===== src/rtl/cylon_switch_conditioner_if.sv =====
// Switch-side bundle between the board switches and the cylon switch conditioner.
// Button lines exist only when CYLON_SPEED_BTN_EN is defined.
interface cylon_switch_conditioner_if;
  logic [5:0] sw_raw;
  logic [1:0] mode;
  logic [3:0] speed;
  logic       changed;
`ifdef CYLON_SPEED_BTN_EN
  logic       btn_up;
  logic       btn_dn;
`endif

  modport master (
    output sw_raw,
`ifdef CYLON_SPEED_BTN_EN
    output btn_up,
    output btn_dn,
`endif
    input  mode,
    input  speed,
    input  changed
  );

  modport slave (
    input  sw_raw,
`ifdef CYLON_SPEED_BTN_EN
    input  btn_up,
    input  btn_dn,
`endif
    output mode,
    output speed,
    output changed
  );
endinterface


===== src/rtl/cylon_switch_conditioner.sv =====
// Synchronises and debounces the cylon slide switches into registered mode/speed plus a change strobe.
// Optional speed step buttons are enabled with `CYLON_SPEED_BTN_EN.
module cylon_switch_conditioner #(
  parameter int unsigned DEBOUNCE_CLKS = 1_000_000
) (
  input  logic                      clk,
  input  logic                      rst_n,
  cylon_switch_conditioner_if.slave sw_if
);

  localparam int unsigned CNT_W = $clog2(DEBOUNCE_CLKS);
  localparam logic [CNT_W-1:0] CNT_TC  = CNT_W'(DEBOUNCE_CLKS - 1);
  localparam logic [CNT_W-1:0] CNT_ONE = CNT_W'(1);

`ifdef CYLON_SPEED_BTN_EN
  localparam int NL = 8;
`else
  localparam int NL = 6;
`endif

  logic [NL-1:0]    raw;
  logic [NL-1:0]    s1_q, s1_d;
  logic [NL-1:0]    s2_q, s2_d;
  logic [NL-1:0]    stable_q, stable_d;
  logic [CNT_W-1:0] cnt_q [NL];
  logic [CNT_W-1:0] cnt_d [NL];
  logic [1:0]       mode_q, mode_d;
  logic [3:0]       speed_q, speed_d;
  logic             changed_q, changed_d;

`ifdef CYLON_SPEED_BTN_EN
  logic [3:0] spd_q, spd_d;
  logic       up_evt, dn_evt;
  assign raw = {sw_if.btn_dn, sw_if.btn_up, sw_if.sw_raw};
`else
  assign raw = sw_if.sw_raw;
`endif

  // Per-lane debounce: a lane is accepted only after DEBOUNCE_CLKS consecutive disagreeing samples.
  always_comb begin
    s1_d     = raw;
    s2_d     = s1_q;
    stable_d = stable_q;
    for (int i = 0; i < NL; i++) begin
      cnt_d[i] = '0;
      if (s2_q[i] != stable_q[i]) begin
        if (cnt_q[i] == CNT_TC) begin
          stable_d[i] = s2_q[i];
        end else begin
          cnt_d[i] = cnt_q[i] + CNT_ONE;
        end
      end
    end
  end

`ifdef CYLON_SPEED_BTN_EN
  // Step register moves on the same edge stable does, so speed keeps the switch-path latency.
  always_comb begin
    up_evt = stable_d[6] & ~stable_q[6];
    dn_evt = stable_d[7] & ~stable_q[7];
    spd_d  = spd_q;
    if (|(stable_d[5:2] ^ stable_q[5:2])) begin
      spd_d = stable_d[5:2];
    end else if (up_evt && !dn_evt) begin
      spd_d = (spd_q == 4'hF) ? spd_q : spd_q + 4'd1;
    end else if (dn_evt && !up_evt) begin
      spd_d = (spd_q == 4'h0) ? spd_q : spd_q - 4'd1;
    end
  end

  always_ff @(posedge clk or negedge rst_n) begin
    if (!rst_n) begin
      spd_q <= '0;
    end else begin
      spd_q <= spd_d;
    end
  end
`endif

  always_comb begin
    mode_d = (stable_q[1:0] == 2'b11) ? 2'b00 : stable_q[1:0];
`ifdef CYLON_SPEED_BTN_EN
    speed_d = spd_q;
`else
    speed_d = stable_q[5:2];
`endif
    changed_d = ({mode_d, speed_d} != {mode_q, speed_q});
  end

  always_ff @(posedge clk or negedge rst_n) begin
    if (!rst_n) begin
      s1_q      <= '0;
      s2_q      <= '0;
      stable_q  <= '0;
      for (int i = 0; i < NL; i++) begin
        cnt_q[i] <= '0;
      end
      mode_q    <= '0;
      speed_q   <= '0;
      changed_q <= 1'b0;
    end else begin
      s1_q      <= s1_d;
      s2_q      <= s2_d;
      stable_q  <= stable_d;
      for (int i = 0; i < NL; i++) begin
        cnt_q[i] <= cnt_d[i];
      end
      mode_q    <= mode_d;
      speed_q   <= speed_d;
      changed_q <= changed_d;
    end
  end

  assign sw_if.mode    = mode_q;
  assign sw_if.speed   = speed_q;
  assign sw_if.changed = changed_q;

endmodule


===== src/flat_wrapper.sv =====
// flat-port wrapper written by rule: the top's interface ports become plain ports
module cylon_switch_conditioner_flat 
#(
  parameter int unsigned DEBOUNCE_CLKS = 1_000_000
)
  (clk, rst_n, sw_if_sw_raw, sw_if_mode, sw_if_speed, sw_if_changed);
  cylon_switch_conditioner_if sw_if_i ();
  input  logic clk;
  input  logic rst_n;
  input wire logic [$bits(sw_if_i.sw_raw)-1:0] sw_if_sw_raw;
  output wire logic [$bits(sw_if_i.mode)-1:0] sw_if_mode;
  output wire logic [$bits(sw_if_i.speed)-1:0] sw_if_speed;
  output wire logic [$bits(sw_if_i.changed)-1:0] sw_if_changed;
  assign sw_if_i.sw_raw = sw_if_sw_raw;
  assign sw_if_mode = sw_if_i.mode;
  assign sw_if_speed = sw_if_i.speed;
  assign sw_if_changed = sw_if_i.changed;
  cylon_switch_conditioner #(.DEBOUNCE_CLKS(DEBOUNCE_CLKS)) u_core (.clk(clk), .rst_n(rst_n), .sw_if(sw_if_i));
endmodule

===== config.mk =====
export PLATFORM = sky130hd
export DESIGN_NAME = cylon_switch_conditioner_flat
export DESIGN_NICKNAME = d
export VERILOG_FILES = /design/src/rtl/cylon_switch_conditioner_if.sv /design/src/rtl/cylon_switch_conditioner.sv /design/src/flat_wrapper.sv
export SDC_FILE = /design/constraint.sdc
export NUM_CORES = 1
export LEC_CHECK = 0
export BUFFER_PORTS_ARGS = -buffer_cell sky130_fd_sc_hd__clkbuf_2
export CAP_MARGIN = 25
export CORE_MARGIN = 5
export CORE_UTILIZATION = 55
export CTS_CLUSTER_SIZE = 16
export DETAILED_ROUTE_END_ITERATION = 10
export GPL_TIMING_DRIVEN = 0
export HOLD_SLACK_MARGIN = 0.15
export MAX_ROUTING_LAYER = met4
export PLACE_DENSITY = 0.71
export SETUP_SLACK_MARGIN = 0.02
export SLEW_MARGIN = 30
export SYNTH_ARGS = -nofsm -noshare
export SYNTH_HDL_FRONTEND = slang
export SYNTH_SLANG_ARGS = --single-unit
export TNS_END_PERCENT = 5

===== constraint.sdc =====
create_clock -name clk -period 5.5 [get_ports clk]
set_input_delay 0.275 -clock clk [delete_from_list [all_inputs] [get_ports clk]]
set_output_delay 0.275 -clock clk [all_outputs]
set_load 0.01 [all_outputs]

# Word-level counts from Yosys, hierarchy flattened

Index checks and enable logic that the tools add are counted.

Register bits after elaboration: 145
Output and inout bits: 7
Bits of input ports: 8

Muxes and demuxes: 13
Equality and inequality tests: 14
Reduce and logical (&&, ||, !) cells: 6
Add/subtract/negate cells: 6

Operators with widths:

| operator                                      | count |
|---|---|
| two-way mux 20 bit                            | 12 |
| adder 20 x 1 -> 20 bit, second input constant | 6 |
| == test 20 bit, second input constant         | 6 |
| AND reduction 2 bit                           | 6 |
| != test 1 bit                                 | 6 |
| != test 6 bit                                 | 1 |
| == test 2 bit, second input constant          | 1 |
| two-way mux 2 bit                             | 1 |

# Depth between registers and ports, before layout

Depth after elaboration: 3
Mapped depth: 6
Gate-level depth less buffers: 5

# Least setup slack after synthesis

OpenSTA, ideal clock, no wires.

Path type: register -> register
Start: register u_core.cnt_q[115] in the netlist's numbering
End: register u_core.stable_q[0]
Required time: 5,375 ps
Period minus slack after synthesis: 1,881 ps
Buffers on the path: 0
Arrival time: 1,757 ps
Library setup time: 125 ps
Path slack: 3,619 ps
Cell stages (with the launch flop): 5
Cell sequence: dfrtp_1 -> or4_1 -> or4_4 -> nor2_1 -> mux2_2

Longest elaborated chain between the ends: 2

Ends and longest elaborated chain:

| what                                 | RTL line                        | source |
|---|---|---|
| start, declared                      | cylon_switch_conditioner.sv:25  | `logic [CNT_W-1:0] cnt_q [NL];` |
| start signal, assigned by index      | cylon_switch_conditioner.sv:106 | `cnt_q[i] <= cnt_d[i];` |
| == test 20 bit                       | cylon_switch_conditioner.sv:47  | `if (cnt_q[i] == CNT_TC) begin` |
| AND reduction 2 bit (no source line) | n/a                             |  |
| end signal, assigned                 | cylon_switch_conditioner.sv:104 | `stable_q <= stable_d;` |
| end, declared                        | cylon_switch_conditioner.sv:24  | `logic [NL-1:0] stable_q, stable_d;` |

Every way passes these cells.
A chain may end at the register's enable or synchronous reset.

==> reports/metrics.cfg <==
[outcome]
status = completed

[global_routing]
grt_pass1_wl_um = 23500
antenna_found_initial = 0
grt_max_degree = 75
grt_overflow_total = 0
top_usage_layer = met2
grt_usage_pct = 20.1
grt_pass1_vias = 5177
gr-usage-met1_pct = 24.1
use_met2_pct = 33.0
use_met3_pct = 4.74

[logic_synthesis]
synth_top_area_share_pct = 52.8
synth.ff_latch_count = 145
synth_top_area_cell = dfrtp_1
synth-xor-area-share_pct = 11.5
yosys-top-cells-area = dfrtp_1, xnor2_1, nor2_1, xor2_1, nand4_1
ys_warn_count = 0
synth-adder-area-share_pct = 1.09
syn_inst = 681
synthSimpleGateAreaFrac_pct = 25.7
ys_seq_area_share_pct = 52.8
avgSynthCellArea_um2 = 10.1
synthMuxAreaShare_pct = 0.984
synth_top_family_by_area = simple AND/OR/NAND/NOR gates
syn_area_um2 = 6870
synth_cell_types = 40
synth-compound-area-share_pct = 5.79
synth_nets = 695

[clock_network]
clk_pin_slew_ns = 0.06
cts_tree = yes
cts_root_buf = clkbuf_16
insertion_delay_ns = 0.42
numCtsBuffers = 17
ctsHtreeMaxLevel = 4
cts_sinks = 145
cts_buffer_depth = 2

[critical_path]
critical_path_class = reg -> reg
arrival_ns = 2.35
worstPathRequired_ns = 5.80
critPathLaunch = u_core.cnt_q[115]$_DFF_PN0_
cp-end-kind = register
regToRegStartpoint = u_core.cnt_q[115]$_DFF_PN0_
crit_fanout = 10
start_kind = register

[detailed_routing]
firstDrtPassIters = 4
vias = 5115
route.detailed.wl_per_inst_um = 14.4
viasPerCell = 5.66
drt_iter0_markers = 324
wl_um = 13000
ant_nets = 0
drcViolationCount = 0

[sta]
fmax_mhz = 488
min_period_ns = 2.05
finalHoldViolCount = 0
rsz0062_at_grt = no
max_slew_margin_pct = 58.0
worst_slew_pin_slew_ns = 0.624
setup_viol = 0
fin_setup_tns_ns = 0
fin_crit_sh_pct = 37.3
slew_viol_final = 0
finalClockSkew_ns = 0.00545

[layout]
area.growth.synth_to_final_pct = 15.3
final_area_um2 = 7920
layout.nets = 736
stdcell_count = 903
post_route_cells_drive_above_1_share_pct = 8.71
num_antenna_cells = 0
n_fill_cell = 981

[placed_design]
place_inst = 864
portBuffers = 14
gp_congestion = 0.877
dpl-instance-area_um2 = 7190
hpwlAfterDp_um = 8780

[hold_path]
hp-class = reg -> reg
worstHoldStart = u_core.s1_q[2]$_DFF_PN0_

[die]
start_util_pct = 56.7
rows = 40
fp.dieW_um = 122
die_h_um = 122
die_area_um2 = 14800
ios = 15
core_um2 = 12100

[power_and_ir_drop]
power_density_nw_per_um2 = 307
ir_worst_vdd_mv = 0.211
leakage_nw = 3.25

[run]
drv_cap = 0

==> metrics by stage <==
step | hold slack (ns) | worst slack (ns) | util [%] | total power [W]
after global routing | 0.368 | 3.28 | 65.4 | 0.00252
after global placement | 0.332 | 1.83 | 59.0 | 0.00118
after floorplan | -0.0206 | 3.62 | - | 0.00114
after CTS | 0.349 | 3.44 | 65.4 | 0.00246
final | 0.347 | 3.45 | 65.4 | 0.00243
after detailed placement | 0.318 | 3.45 | 59.3 | 0.00118
==> layer usage <==
metal	vias to the layer above	share of wire (%)
li1	2508	-
met1	2516	45
met2	68	50
met3	23	2.9
met4	0	1.7
met5	-	0
==> sequential cells by signal, summed over array words and instances (netlist names) <==
name,count
u_core.cnt_q,120
u_core.s1_q,6
u_core.s2_q,6
u_core.stable_q,6
u_core.sw_if.speed,4
u_core.sw_if.mode,2
u_core.sw_if.changed,1
==> final timing paths <==
path                                          endpoint  slack [ns]  depth (start not counted)
hold / removal                u_core.s2_q[2]$_DFF_PN0_        0.35                          0
hold reg to reg               u_core.s2_q[2]$_DFF_PN0_        0.35                          0
max in group asynchronous     u_core.s1_q[0]$_DFF_PN0_        4.35                          3
setup reg to reg           u_core.cnt_q[105]$_DFF_PN0_        3.45                          5
setup / recovery           u_core.cnt_q[105]$_DFF_PN0_        3.45                          5
min in group asynchronous     u_core.s2_q[1]$_DFF_PN0_        0.42                          2
==> repair_timing <==
item	4_1_cts	5_1_grt
buffers inserted	0	0
hold buffers	7	0
resized for setup	0	0
hold endpoints to repair	77	0
==> report_power, final <==
group	leakage [nW]	internal [W]	switching, W	total (W)
Sequential	1.98	0.00108	0.0000136	0.00110
Clock	0.315	0.000828	0.000435	0.00126
Combinational	0.949	0.0000233	0.0000474	0.0000707
Total	3.25	0.00193	0.000496	0.00243
==> critical path, cell delays in order, from the launching register on <==
cell and delay (ns):
dfrtp_1 0.41, or4_1 0.55, or4_4 0.45, o21bai_4 0.28
buf_6 0.19, nor2_1 0.06
==> cell type report <==
cell class | count | area (µm²) | area share [%]
Tap cell | 168 | 210 | 2.65
Sequential cell | 145 | 3630 | 45.8
Clock inverter | 13 | 209 | 2.64
Clock buffer | 19 | 453 | 5.72
Multi-Input combinational cell | 501 | 3100 | 39.1
Timing Repair Buffer | 22 | 176 | 2.23
Buffer | 17 | 77.6 | 0.980
Inverter | 18 | 67.6 | 0.853
==> synth_stat cells <==
master and instances:
nand3_2 1, nand2_1 30, nor4b_1 4, nand4bb_1 2, clkbuf_1 12, ha_1 6, or2_2 1, o41ai_1 1
nor4bb_1 1, or4_1 10, dfrtp_1 145, nand3_1 41, or3_1 21, nor2b_1 4, nand4b_1 5, and3b_1 2
nor2_1 103, a31o_2 1, and4_1 6, mux2_2 6, xnor2_1 56, or4_4 1, o21ai_0 20, a21oi_1 30
nor3_1 21, buf_6 1, inv_1 18, nor4_1 21, o31ai_4 1, buf_1 1, buf_4 1, o31ai_1 12
or3_4 1, buf_2 2, and3_1 19, o21bai_4 1, or4b_1 3, and2_1 2, xor2_1 34, nand4_1 34
==> logic make-up (layout without fill, tap and decap cells) <==
family,after synthesis,count (layout)
simple gates,333,333
fa+ha+maj,6,6
compound gates,66,66
mux,6,6
flops,145,145
buf+inv,35,89
xor+xnor,90,90
==> cells in the final DEF (no fill, tap or decap), types with 5 or more instances in the layout <==
cell type / Yosys / final
ha_1: 6 / 6
nor3_1: 21 / 21
nand4_1: 34 / 34
clkbuf_2: 0 / 13
nand3_1: 41 / 41
nor4_1: 21 / 21
and4_1: 6 / 6
nand4b_1: 5 / 5
or3_1: 21 / 21
xnor2_1: 56 / 56
xor2_1: 34 / 34
and3_1: 19 / 19
nor2_1: 103 / 103
mux2_2: 6 / 6
bufinv_16: 0 / 5
o31ai_1: 12 / 12
clkbuf_16: 0 / 17
o21ai_0: 20 / 20
a21oi_1: 30 / 30
dfrtp_1: 145 / 145
clkbuf_1: 12 / 12
inv_1: 18 / 18
dlygate4sd3_1: 0 / 7
nand2_1: 30 / 30
or4_1: 10 / 10
No activity file was read; power rests on OpenSTA's default activity.
